File: src/rtl/mem_request_arbiter_pkg.sv
// Shared types for the memory request arbiter: FSM states, arbitration modes
// and the index-width helper used for requester pointers.
package mem_req_pkg;

  typedef enum logic [1:0] {
    IDLE   = 2'd0,
    GRANT  = 2'd1,
    HALTED = 2'd2
  } arb_state_t;

  localparam int ARB_RR    = 0;
  localparam int ARB_FIXED = 1;

  function automatic int idx_w(input int n);
    return (n > 1) ? $clog2(n) : 1;
  endfunction

endpackage

File: src/rtl/mem_request_arbiter_if.sv
// Requester-side and memory-side bus bundle. The arbiter uses the master view;
// requesters and the memory controller model use the slave view.
interface mem_request_arbiter_if #(
  parameter int NREQ = 2,
  parameter int AW   = 32,
  parameter int DW   = 32
);
  logic [NREQ-1:0]    req_ren;
  logic [NREQ-1:0]    req_wen;
  logic [NREQ*AW-1:0] req_addr;
  logic [NREQ*DW-1:0] req_wdata;
  logic [NREQ-1:0]    req_hit;
  logic [DW-1:0]      req_rdata;
  logic               mem_ren;
  logic               mem_wen;
  logic [AW-1:0]      mem_addr;
  logic [DW-1:0]      mem_wdata;
  logic               mem_hit;
  logic [DW-1:0]      mem_rdata;

  modport master (
    input  req_ren, req_wen, req_addr, req_wdata, mem_hit, mem_rdata,
    output req_hit, req_rdata, mem_ren, mem_wen, mem_addr, mem_wdata
  );

  modport slave (
    output req_ren, req_wen, req_addr, req_wdata, mem_hit, mem_rdata,
    input  req_hit, req_rdata, mem_ren, mem_wen, mem_addr, mem_wdata
  );
endinterface

File: src/rtl/mem_request_arbiter_rr_arbiter.sv
// Combinational winner select: round-robin from a pointer, or lowest index first.
module rr_arbiter
  import mem_req_pkg::*;
#(
  parameter int NREQ     = 2,
  parameter int ARB_MODE = ARB_RR,
  localparam int IW      = idx_w(NREQ)
) (
  input  logic [NREQ-1:0] pending,
  input  logic [IW-1:0]   ptr,
  output logic [NREQ-1:0] grant,
  output logic [IW-1:0]   idx,
  output logic            any
);

  int cand;

  // Scan offsets from the far end so the smallest offset from the pointer wins.
  always_comb begin
    grant = '0;
    idx   = '0;
    any   = 1'b0;
    cand  = 0;
    for (int k = NREQ - 1; k >= 0; k--) begin
      cand = (ARB_MODE == ARB_FIXED) ? k : ((int'(ptr) + k) % NREQ);
      if (pending[IW'(cand)]) begin
        idx = IW'(cand);
        any = 1'b1;
      end else begin
        any = any;
      end
    end
    grant[idx] = any;
  end

endmodule

File: src/rtl/mem_request_arbiter.sv
// Arbitrates NREQ level-held requesters onto one memory port, holding each
// grant until mem_hit or watchdog expiry; halt drains into a terminal state.
module mem_request_arbiter
  import mem_req_pkg::*;
#(
  parameter int NREQ     = 2,
  parameter int AW       = 32,
  parameter int DW       = 32,
  parameter int ARB_MODE = ARB_RR,
  parameter int TIMEOUT  = 255
) (
  input  logic                   CLK,
  input  logic                   RST,
  input  logic                   halt,
  mem_request_arbiter_if.master  bus,
  output logic                   busy,
  output logic                   halted,
  output logic                   timeout_err
);

  localparam int IW = idx_w(NREQ);
  localparam int CW = (TIMEOUT > 0) ? $clog2(TIMEOUT + 1) : 1;
  localparam logic [CW-1:0] CNT_LAST = (TIMEOUT > 0) ? CW'(TIMEOUT - 1) : '0;

  arb_state_t    state_q, state_d;
  logic [IW-1:0] ptr_q, ptr_d;
  logic [IW-1:0] sel_q, sel_d;
  logic [CW-1:0] cnt_q, cnt_d;
  logic          err_q, err_d;
  logic          ren_q, ren_d;
  logic          wen_q, wen_d;
  logic [AW-1:0] addr_q, addr_d;
  logic [DW-1:0] wdata_q, wdata_d;

  logic [NREQ-1:0] pending;
  logic [NREQ-1:0] win_grant;
  logic [IW-1:0]   win_idx;
  logic            win_any;
  logic [AW-1:0]   win_addr;
  logic [DW-1:0]   win_wdata;
  logic [IW-1:0]   next_ptr;
  logic            done;
  logic            in_grant;

  assign pending  = bus.req_ren | bus.req_wen;
  assign next_ptr = (sel_q == IW'(NREQ - 1)) ? '0 : sel_q + IW'(1);
  assign in_grant = (state_q == GRANT);

  rr_arbiter #(
    .NREQ     (NREQ),
    .ARB_MODE (ARB_MODE)
  ) u_arb (
    .pending (pending),
    .ptr     (ptr_q),
    .grant   (win_grant),
    .idx     (win_idx),
    .any     (win_any)
  );

  // Route the winner's address and write data toward the latch.
  always_comb begin
    win_addr  = '0;
    win_wdata = '0;
    for (int i = 0; i < NREQ; i++) begin
      if (win_idx == IW'(i)) begin
        win_addr  = bus.req_addr[i*AW +: AW];
        win_wdata = bus.req_wdata[i*DW +: DW];
      end else begin
        win_addr  = win_addr;
      end
    end
  end

  // Next-state, latch and watchdog logic.
  always_comb begin
    state_d = state_q;
    ptr_d   = ptr_q;
    sel_d   = sel_q;
    cnt_d   = cnt_q;
    err_d   = err_q;
    ren_d   = ren_q;
    wen_d   = wen_q;
    addr_d  = addr_q;
    wdata_d = wdata_q;
    done    = 1'b0;
    case (state_q)
      IDLE: begin
        if (halt) begin
          state_d = HALTED;
        end else if (win_any) begin
          sel_d   = win_idx;
          wen_d   = |(win_grant & bus.req_wen);
          ren_d   = ~wen_d & (|(win_grant & bus.req_ren));
          addr_d  = win_addr;
          wdata_d = win_wdata;
          state_d = GRANT;
        end else begin
          state_d = IDLE;
        end
      end
      GRANT: begin
        // A hit on the expiring cycle is a normal completion.
        if (bus.mem_hit) begin
          done = 1'b1;
        end else if ((TIMEOUT > 0) && (cnt_q == CNT_LAST)) begin
          done  = 1'b1;
          err_d = 1'b1;
        end else if (TIMEOUT > 0) begin
          cnt_d = cnt_q + CW'(1);
        end else begin
          cnt_d = cnt_q;
        end
        if (done) begin
          cnt_d   = '0;
          state_d = halt ? HALTED : IDLE;
          ptr_d   = (ARB_MODE == ARB_RR) ? next_ptr : ptr_q;
        end else begin
          state_d = GRANT;
        end
      end
      HALTED:  state_d = HALTED;
      default: state_d = IDLE;
    endcase
  end

  // State and latch registers.
  always_ff @(posedge CLK) begin
    if (RST) begin
      state_q <= IDLE;
      ptr_q   <= '0;
      sel_q   <= '0;
      cnt_q   <= '0;
      err_q   <= 1'b0;
      ren_q   <= 1'b0;
      wen_q   <= 1'b0;
      addr_q  <= '0;
      wdata_q <= '0;
    end else begin
      state_q <= state_d;
      ptr_q   <= ptr_d;
      sel_q   <= sel_d;
      cnt_q   <= cnt_d;
      err_q   <= err_d;
      ren_q   <= ren_d;
      wen_q   <= wen_d;
      addr_q  <= addr_d;
      wdata_q <= wdata_d;
    end
  end

  // Memory side is quiet outside GRANT; hit is steered to the latched owner.
  always_comb begin
    bus.mem_ren   = in_grant & ren_q;
    bus.mem_wen   = in_grant & wen_q;
    bus.mem_addr  = in_grant ? addr_q : '0;
    bus.mem_wdata = in_grant ? wdata_q : '0;
    bus.req_rdata = bus.mem_rdata;
    bus.req_hit   = '0;
    bus.req_hit[sel_q] = in_grant & bus.mem_hit;
  end

  assign busy        = in_grant;
  assign halted      = (state_q == HALTED);
  assign timeout_err = err_q;

endmodule
File: src/flat_wrapper.sv
// flat-port wrapper written by rule: the top's interface ports become plain ports
module mem_request_arbiter_flat import mem_req_pkg::*;
#(
  parameter int NREQ     = 2,
  parameter int AW       = 32,
  parameter int DW       = 32,
  parameter int ARB_MODE = ARB_RR,
  parameter int TIMEOUT  = 255
)
  (CLK, RST, halt, busy, halted, timeout_err, bus_req_ren, bus_req_wen, bus_req_addr, bus_req_wdata, bus_mem_hit, bus_mem_rdata, bus_req_hit, bus_req_rdata, bus_mem_ren, bus_mem_wen, bus_mem_addr, bus_mem_wdata);
  mem_request_arbiter_if #(.NREQ(NREQ), .AW(AW), .DW(DW)) bus_i ();
  input  logic CLK;
  input  logic RST;
  input  logic halt;
  output logic busy;
  output logic halted;
  output logic timeout_err;
  input wire logic [$bits(bus_i.req_ren)-1:0] bus_req_ren;
  input wire logic [$bits(bus_i.req_wen)-1:0] bus_req_wen;
  input wire logic [$bits(bus_i.req_addr)-1:0] bus_req_addr;
  input wire logic [$bits(bus_i.req_wdata)-1:0] bus_req_wdata;
  input wire logic [$bits(bus_i.mem_hit)-1:0] bus_mem_hit;
  input wire logic [$bits(bus_i.mem_rdata)-1:0] bus_mem_rdata;
  output wire logic [$bits(bus_i.req_hit)-1:0] bus_req_hit;
  output wire logic [$bits(bus_i.req_rdata)-1:0] bus_req_rdata;
  output wire logic [$bits(bus_i.mem_ren)-1:0] bus_mem_ren;
  output wire logic [$bits(bus_i.mem_wen)-1:0] bus_mem_wen;
  output wire logic [$bits(bus_i.mem_addr)-1:0] bus_mem_addr;
  output wire logic [$bits(bus_i.mem_wdata)-1:0] bus_mem_wdata;
  assign bus_i.req_ren = bus_req_ren;
  assign bus_i.req_wen = bus_req_wen;
  assign bus_i.req_addr = bus_req_addr;
  assign bus_i.req_wdata = bus_req_wdata;
  assign bus_i.mem_hit = bus_mem_hit;
  assign bus_i.mem_rdata = bus_mem_rdata;
  assign bus_req_hit = bus_i.req_hit;
  assign bus_req_rdata = bus_i.req_rdata;
  assign bus_mem_ren = bus_i.mem_ren;
  assign bus_mem_wen = bus_i.mem_wen;
  assign bus_mem_addr = bus_i.mem_addr;
  assign bus_mem_wdata = bus_i.mem_wdata;
  mem_request_arbiter #(.NREQ(NREQ), .AW(AW), .DW(DW), .ARB_MODE(ARB_MODE), .TIMEOUT(TIMEOUT)) u_core (.CLK(CLK), .RST(RST), .halt(halt), .bus(bus_i), .busy(busy), .halted(halted), .timeout_err(timeout_err));
endmodule
File: config.mk
export PLATFORM = sky130hd
export DESIGN_NAME = mem_request_arbiter_flat
export DESIGN_NICKNAME = d
export VERILOG_FILES = /design/src/rtl/mem_request_arbiter_pkg.sv /design/src/rtl/mem_request_arbiter_if.sv /design/src/rtl/mem_request_arbiter_rr_arbiter.sv /design/src/rtl/mem_request_arbiter.sv /design/src/flat_wrapper.sv
export SDC_FILE = /design/constraint.sdc
export NUM_CORES = 1
export LEC_CHECK = 0
export CORE_ASPECT_RATIO = 2
export CORE_MARGIN = 2
export CORE_UTILIZATION = 37
export DETAILED_ROUTE_END_ITERATION = 8
export PLACE_DENSITY_LB_ADDON = 0.25
export SLEW_MARGIN = 20
export SYNTH_ARGS = -nofsm -noshare
export SYNTH_HDL_FRONTEND = slang
export SYNTH_SLANG_ARGS = --single-unit
File: constraint.sdc
create_clock -name CLK -period 2.4 [get_ports CLK]
set_clock_uncertainty 0.15 [all_clocks]
set_input_delay 0.48 -clock CLK [delete_from_list [all_inputs] [get_ports CLK]]
set_output_delay 0.48 -clock CLK [all_outputs]
set_load 0.1 [all_outputs]
==> impl_metrics.json, run 1 <==
{
  "outcome": "completed",
  "worstPathArrival_ns": 1.68,
  "cts_sinks": 79,
  "cp-start-kind": "flip-flop",
  "rows": 55,
  "worstPathRequired_ns": 1.77,
  "root_buffer": "clkbuf_16",
  "finalInstanceArea_um2": 7300,
  "grt_max_degree": 59,
  "cp-startpoint": "u_core.state_q[0]$_SDFF_PP0_",
  "route.detailed.drc": 0,
  "ir_worst_vdd_mv": 0.326,
  "crit_slowest_cell": "dfxtp_4",
  "core_um2": 11100,
  "routed_wl_um": 10900,
  "htreeDepth": 3,
  "path_buf_inv": 3,
  "rsz0062_at_grt": "false",
  "cp.depth": 5,
  "grt_pass1_vias": 3659,
  "synth-seq-area-share_pct": 37.8,
  "fin_util_pct": 65.5,
  "yosys.area_share.adder_pct": 0.598,
  "detail-route-antenna-nets": 0,
  "worstSetupEndpoint": "bus_req_hit[1]",
  "n_fill_cell": 926,
  "finalSetupViolCount": 0,
  "rrSetupSlack_ns": 0.47,
  "grt_pass1_wl_um": 17600,
  "synth.area.top_cells": "dfxtp_1 38%, mux2i_1 15%, a211oi_1 11%",
  "initial_core_util_pct": 37.6,
  "critPathCaptureType": "output port",
  "synth-xor-area-share_pct": 1.26,
  "ys_async_sr_fraction_pct": 0,
  "crit_top_cell": "buf_12",
  "clock_latency_ns": 0.33,
  "synth_commonest_cells": "79 x dfxtp_1, 79 x nor2_1, 66 x and2_1",
  "critPathTopFamily": "simple AND/OR/NAND/NOR gates",
  "routedWlPerCell_um": 14.0,
  "ios": 271,
  "synth_top_family_by_area": "simple AND/OR/NAND/NOR gates",
  "syn_to_final_growth_pct": 74.4,
  "ff_latch_area_um2": 1590,
  "worstReg2RegStart": "u_core.cnt_q[0]$_SDFFE_PP0P_",
  "overflow": 0,
  "yosysTopAreaCellShare_pct": 37.8,
  "die-area_um2": 12200,
  "die_w_um": 79.2,
  "syn_inst": 473,
  "dr.first_iter.drc_count": 138,
  "cts_tree": "built",
  "dp_hpwl_um": 8440,
  "ys_ff_latch": 79,
  "tightestPinTransition_ns": 0.523,
  "period_share_pct": 96.2,
  "cts_setup_buffers": 0,
  "cts_max_path_buffers": 2,
  "diodes": 0,
  "vias": 3826,
  "cp_max_fo": 28,
  "critPathMaxStageDelay_ns": 0.38,
  "synth.largest_area_cell": "dfxtp_1",
  "track_usage_pct": 18.0,
  "multiInputGateArea_um2": 2260,
  "hp-class": "reg2reg",
  "hold_viol_final": 0,
  "rr_worst_depth": 6,
  "synth-compound-area-share_pct": 13.9,
  "finalNetCount": 803,
  "via_per_inst": 4.91,
  "p_per_area_nw_per_um2": 520,
  "cap_violations": 0,
  "synth_cell_types": 31,
  "hold_buffers": 0,
  "cts_made_buffers": 9,
  "yosys.area_share.simple_pct": 20.5,
  "synth.mux.area_fraction_pct": 15.3,
  "synth_warnings": 0,
  "io_buffers": 206,
  "leakagePower_nw": 3.19,
  "path_class": "reg2out",
  "max_slew_margin_pct": 65.1,
  "die_y_um": 154,
  "clk_pin_slew_ns": 0.06,
  "syn_area_um2": 4190,
  "synthFlopType": "dfxtp_1",
  "syn-num-nets": 643,
  "grt_antenna_before_repair": 0,
  "drive_gt1_share_pct": 27.1,
  "fin_crit_ns": 2.31,
  "place_congestion": 0.751,
  "drv_slew": 0,
  "place_area_um2": 6970,
  "regToRegEndpoint": "u_core.cnt_q[2]$_SDFFE_PP0P_",
  "dr.pass1.iters": 4,
  "path_cells": "or2b_1 -> inv_4 -> buf_12 -> and3_1 -> buf_12",
  "synth_area_per_cell_um2": 8.85,
  "synth_edf_count": 0,
  "clock.fmax_mhz": 433
}
repair_timing:
action | CTS | global route
gates resized for setup | 1 | 3
pin swaps | 0 | 0
setup endpoints to repair | 29 | 13
tightest hold or removal path, cell delays in order (launching register included):
cell     delay [ns]
dfxtp_1        0.31
nand2_1        0.07
a21oi_2        0.05
per-layer routing:
metal | GRT usage [%] | up-vias | share of wire [%]
met5 | 0 | - | 0
met4 | 5.91 | 0 | 1.1
met3 | 7.82 | 7 | 11
met2 | 30.1 | 164 | 50
met1 | 20.3 | 1727 | 38
li1 | - | 1928 | -
sequential cells by signal, indices dropped and copies added, names as in the netlist:
name and count:
u_core.wen_q 1, u_core.wdata_q 32, u_core.timeout_err 1, u_core.sel_q 1, u_core.cnt_q 8, u_core.addr_q 32, u_core.state_q 2, u_core.ren_q 1
u_core.ptr_q 1
layout make-up:
class | count | area share, %
Timing Repair Buffer | 218 | 40.2
Clock inverter | 3 | 0.891
Inverter | 4 | 0.240
Sequential cell | 79 | 21.7
Tap cell | 142 | 2.43
Multi-Input combinational cell | 321 | 31.0
Clock buffer | 13 | 3.56
placed cells by master (no fill, tap or decap), types with 2 or more instances in the layout:
cell type	count
clkbuf_8	2
a21oi_1	7
bufinv_16	2
inv_1	3
dfxtp_1	77
nand3_1	3
clkbuf_16	9
nor2_1	78
nand2_1	10
buf_4	6
a211oi_1	64
clkdlybuf4s50_1	134
ha_1	2
mux2i_1	64
clkbuf_1	2
buf_12	77
nand4_1	2
and2_2	64
and3_1	2
and2_4	2
a31oi_1	2
xor2_1	6
metrics by stage:
stage | hold WS (ns) | setup TNS (ns) | total power [W] | worst slack (ns) | instances
floorplan | 0.277 | -0.279 | 0.00220 | -0.146 | 473
global placement | 0.303 | 0 | 0.00234 | 0.106 | 764
detailed placement | 0.311 | 0 | 0.00237 | 0.0531 | 764
CTS | 0.319 | 0 | 0.00385 | 0.0135 | 780
global route | 0.343 | 0 | 0.00398 | 0.0151 | 780
finish | 0.317 | 0 | 0.00380 | 0.0921 | 780
report_power, final:
part	switching, W	total [W]	internal (W)	leakage, nW
Clock	0.000500	0.00147	0.000966	0.160
Combinational	0.000428	0.000867	0.000439	2.38
Sequential	0.0000489	0.00146	0.00141	0.650
logic make-up after synthesis:
family,after synthesis
multiplexers,64
AO/OA/AOI/OAI,80
XOR/XNOR,6
buffers and inverters,73
AND/OR/NAND/NOR,169
flip-flops,79
adder cells (fa/ha/maj),2
how the worst min path moves through the flow:
stage	startpoint	end	slack [ns]	cells after the start
3_5_place_dp	u_core.ren_q$_SDFFE_PP0P_	u_core.ren_q$_SDFFE_PP0P_	0.31	2
3_3_place_gp	u_core.wen_q$_SDFFE_PP0P_	u_core.wen_q$_SDFFE_PP0P_	0.30	2
5_1_grt	u_core.wen_q$_SDFFE_PP0P_	u_core.wen_q$_SDFFE_PP0P_	0.34	2
4_1_cts	u_core.ren_q$_SDFFE_PP0P_	u_core.ren_q$_SDFFE_PP0P_	0.32	2
2_1_floorplan	u_core.wen_q$_SDFFE_PP0P_	u_core.wen_q$_SDFFE_PP0P_	0.28	2
6_report	u_core.ren_q$_SDFFE_PP0P_	u_core.ren_q$_SDFFE_PP0P_	0.32	2
(Power assumes the default switching activity.)
==> inputs of run 2 (changes only) <==
--- a/config.mk
+++ b/config.mk
@@ -7,2 +7,3 @@
 export LEC_CHECK = 0
+export ABC_CLOCK_PERIOD_IN_PS = 2400
 export CORE_ASPECT_RATIO = 2
==> constraint.sdc (replaced) <==
create_clock -name CLK -period 2.4 [get_ports CLK]
set_clock_uncertainty 0.15 [all_clocks]
set_input_delay 0.24 -clock CLK [delete_from_list [all_inputs] [get_ports CLK]]
set_output_delay 0.24 -clock CLK [all_outputs]
set_load 0.1 [all_outputs]
==> impl_metrics.json, run 2 (same netlist as run 1, synthesis figures left out) <==
{
  "leakagePower_nw": 3.11,
  "ir_worst_vdd_mv": 0.322,
  "grt_pass1_wl_um": 17500,
  "die-area_um2": 12200,
  "cts_sinks": 79,
  "max_slew_margin_pct": 65.6,
  "core_um2": 11100,
  "ios": 271,
  "dr_wl_met2_um": 5060,
  "grt_pass1_vias": 3573,
  "fin_crit_ns": 2.20,
  "dp_hpwl_um": 8260,
  "routed_wl_um": 10800,
  "finalNetCount": 799,
  "cts_max_path_buffers": 2,
  "critPathCaptureType": "output port",
  "hp-class": "in2reg",
  "worstPathRequired_ns": 2.01,
  "die_w_um": 79.2,
  "die_y_um": 154,
  "via_per_inst": 4.86,
  "hold_ws_ns": 0.174,
  "diodes": 0,
  "reg.largest.list": "u_core.addr_q (32), u_core.wdata_q (32), u_core.cnt_q (8)",
  "drive_gt1_share_pct": 17.4,
  "path_class": "reg2out",
  "worstPathArrival_ns": 1.81,
  "rows": 55,
  "grt_max_degree": 83,
  "vias": 3772,
  "cts_setup_buffers": 0,
  "p_per_area_nw_per_um2": 517,
  "dr.pass1.iters": 4,
  "track_usage_pct": 17.9,
  "path_buf_inv": 3,
  "crit_slowest_cell": "dfxtp_2",
  "clock_latency_ns": 0.32,
  "multiInputGateArea_um2": 2190,
  "cts_made_buffers": 9,
  "finalSetupViolCount": 0,
  "hold_viol_final": 0,
  "overflow": 0,
  "n_fill_cell": 959,
  "post_cts_resized": 0,
  "layout_commonest_cell": "clkdlybuf4s50_1",
  "outcome": "completed",
  "rsz0062_at_grt": "false",
  "setup_ws_ns": 0.204,
  "ff_latch_area_um2": 1580,
  "drv_slew": 0,
  "critPathTopFamily": "simple AND/OR/NAND/NOR gates",
  "critPathMaxStageDelay_ns": 0.40,
  "m1WireLength_um": 4360,
  "detail-route-antenna-nets": 0,
  "cp-start-kind": "flip-flop",
  "cap_violations": 0,
  "hold_buffers": 0,
  "io_buffers": 206,
  "routedWlPerCell_um": 14.0,
  "htreeDepth": 3,
  "routed-wl-met3_um": 1250,
  "grt_antenna_before_repair": 0,
  "route.detailed.drc": 0,
  "root_buffer": "clkbuf_16",
  "clock.fmax_mhz": 455,
  "fin_util_pct": 64.2,
  "final_cell_mix": "134 x clkdlybuf4s50_1, 78 x nor2_1, 78 x dfxtp_1",
  "dr.first_iter.drc_count": 120,
  "cts_tree": "built",
  "finalInstanceArea_um2": 7150,
  "clk_pin_slew_ns": 0.06,
  "period_share_pct": 91.5,
  "tightestPinTransition_ns": 0.517,
  "pre_cts_ws_ns": 0.263,
  "path_cells": "or2b_1 -> inv_2 -> buf_6 -> and3_1 -> buf_12",
  "cp_max_fo": 27,
  "syn_to_final_growth_pct": 70.9,
  "place_congestion": 0.715,
  "place_area_um2": 6840,
  "top_layer": "met4",
  "finalPower_w": 0.00370,
  "initial_core_util_pct": 37.6
}
==> run 2: changes by cell type in the layout (fill, tap and decap cells not counted) <==
cell	delta
and2_1	+59
and2_2	-57
and2_4	-2
buf_12	-2
buf_4	-3
buf_6	+1
bufinv_16	-1
clkbuf_1	-1
clkbuf_8	+1
clkinv_2	+1
dfxtp_1	+1
dfxtp_4	-1
inv_2	+1
inv_4	-1
==> run 2: per-stage QoR <==
step / instances / setup TNS [ns]
after floorplan: 473 / -0.0747
final: 776 / 0
after global routing: 776 / 0
after detailed placement: 760 / 0
after CTS: 776 / 0
after global placement: 760 / 0
==> run 2: path summary, 6_finish.rpt <==
path,startpoint,to,cells after the start,slack (ns)
hold reg to reg,u_core.wen_q$_SDFFE_PP0P_,u_core.wen_q$_SDFFE_PP0P_,2,0.31
hold / removal,RST,u_core.ren_q$_SDFFE_PP0P_,2,0.17
setup / recovery,u_core.state_q[0]$_SDFF_PP0_,bus_req_hit[1],5,0.20
setup reg to reg,u_core.cnt_q[0]$_SDFFE_PP0P_,u_core.cnt_q[3]$_SDFFE_PP0P_,6,0.47
==> run 2: where the power goes <==
part | leakage (nW) | switching (W) | total (W) | internal (W)
sequential | 0.650 | 0.0000486 | 0.00146 | 0.00141
combinational | 2.31 | 0.000423 | 0.000847 | 0.000424
clock | 0.156 | 0.000500 | 0.00139 | 0.000887
==> run 2: layout make-up <==
type	count	share of cell area, %
repair buffers	214	40.3
multi-input cells	321	30.6
flip-flops and latches	79	22.1
clock buffers	13	3.78
well taps	142	2.48
clock inverters	3	0.560
inverters	4	0.210
==> run 2: per-layer routing <==
layer  up-vias  track usage [%]
met4         0             5.67
met2       161             28.2
met1      1683             21.3
li1       1916                -
met5         -                0
met3        12             8.63
==> run 2: worst reg2reg max path, stage by stage (launching register included) <==
cell	delay [ns]
dfxtp_1	0.37
inv_1	0.09
ha_1	0.20
and3_1	0.19
a21oi_1	0.44
o21ai_1	0.27
nor2_1	0.15
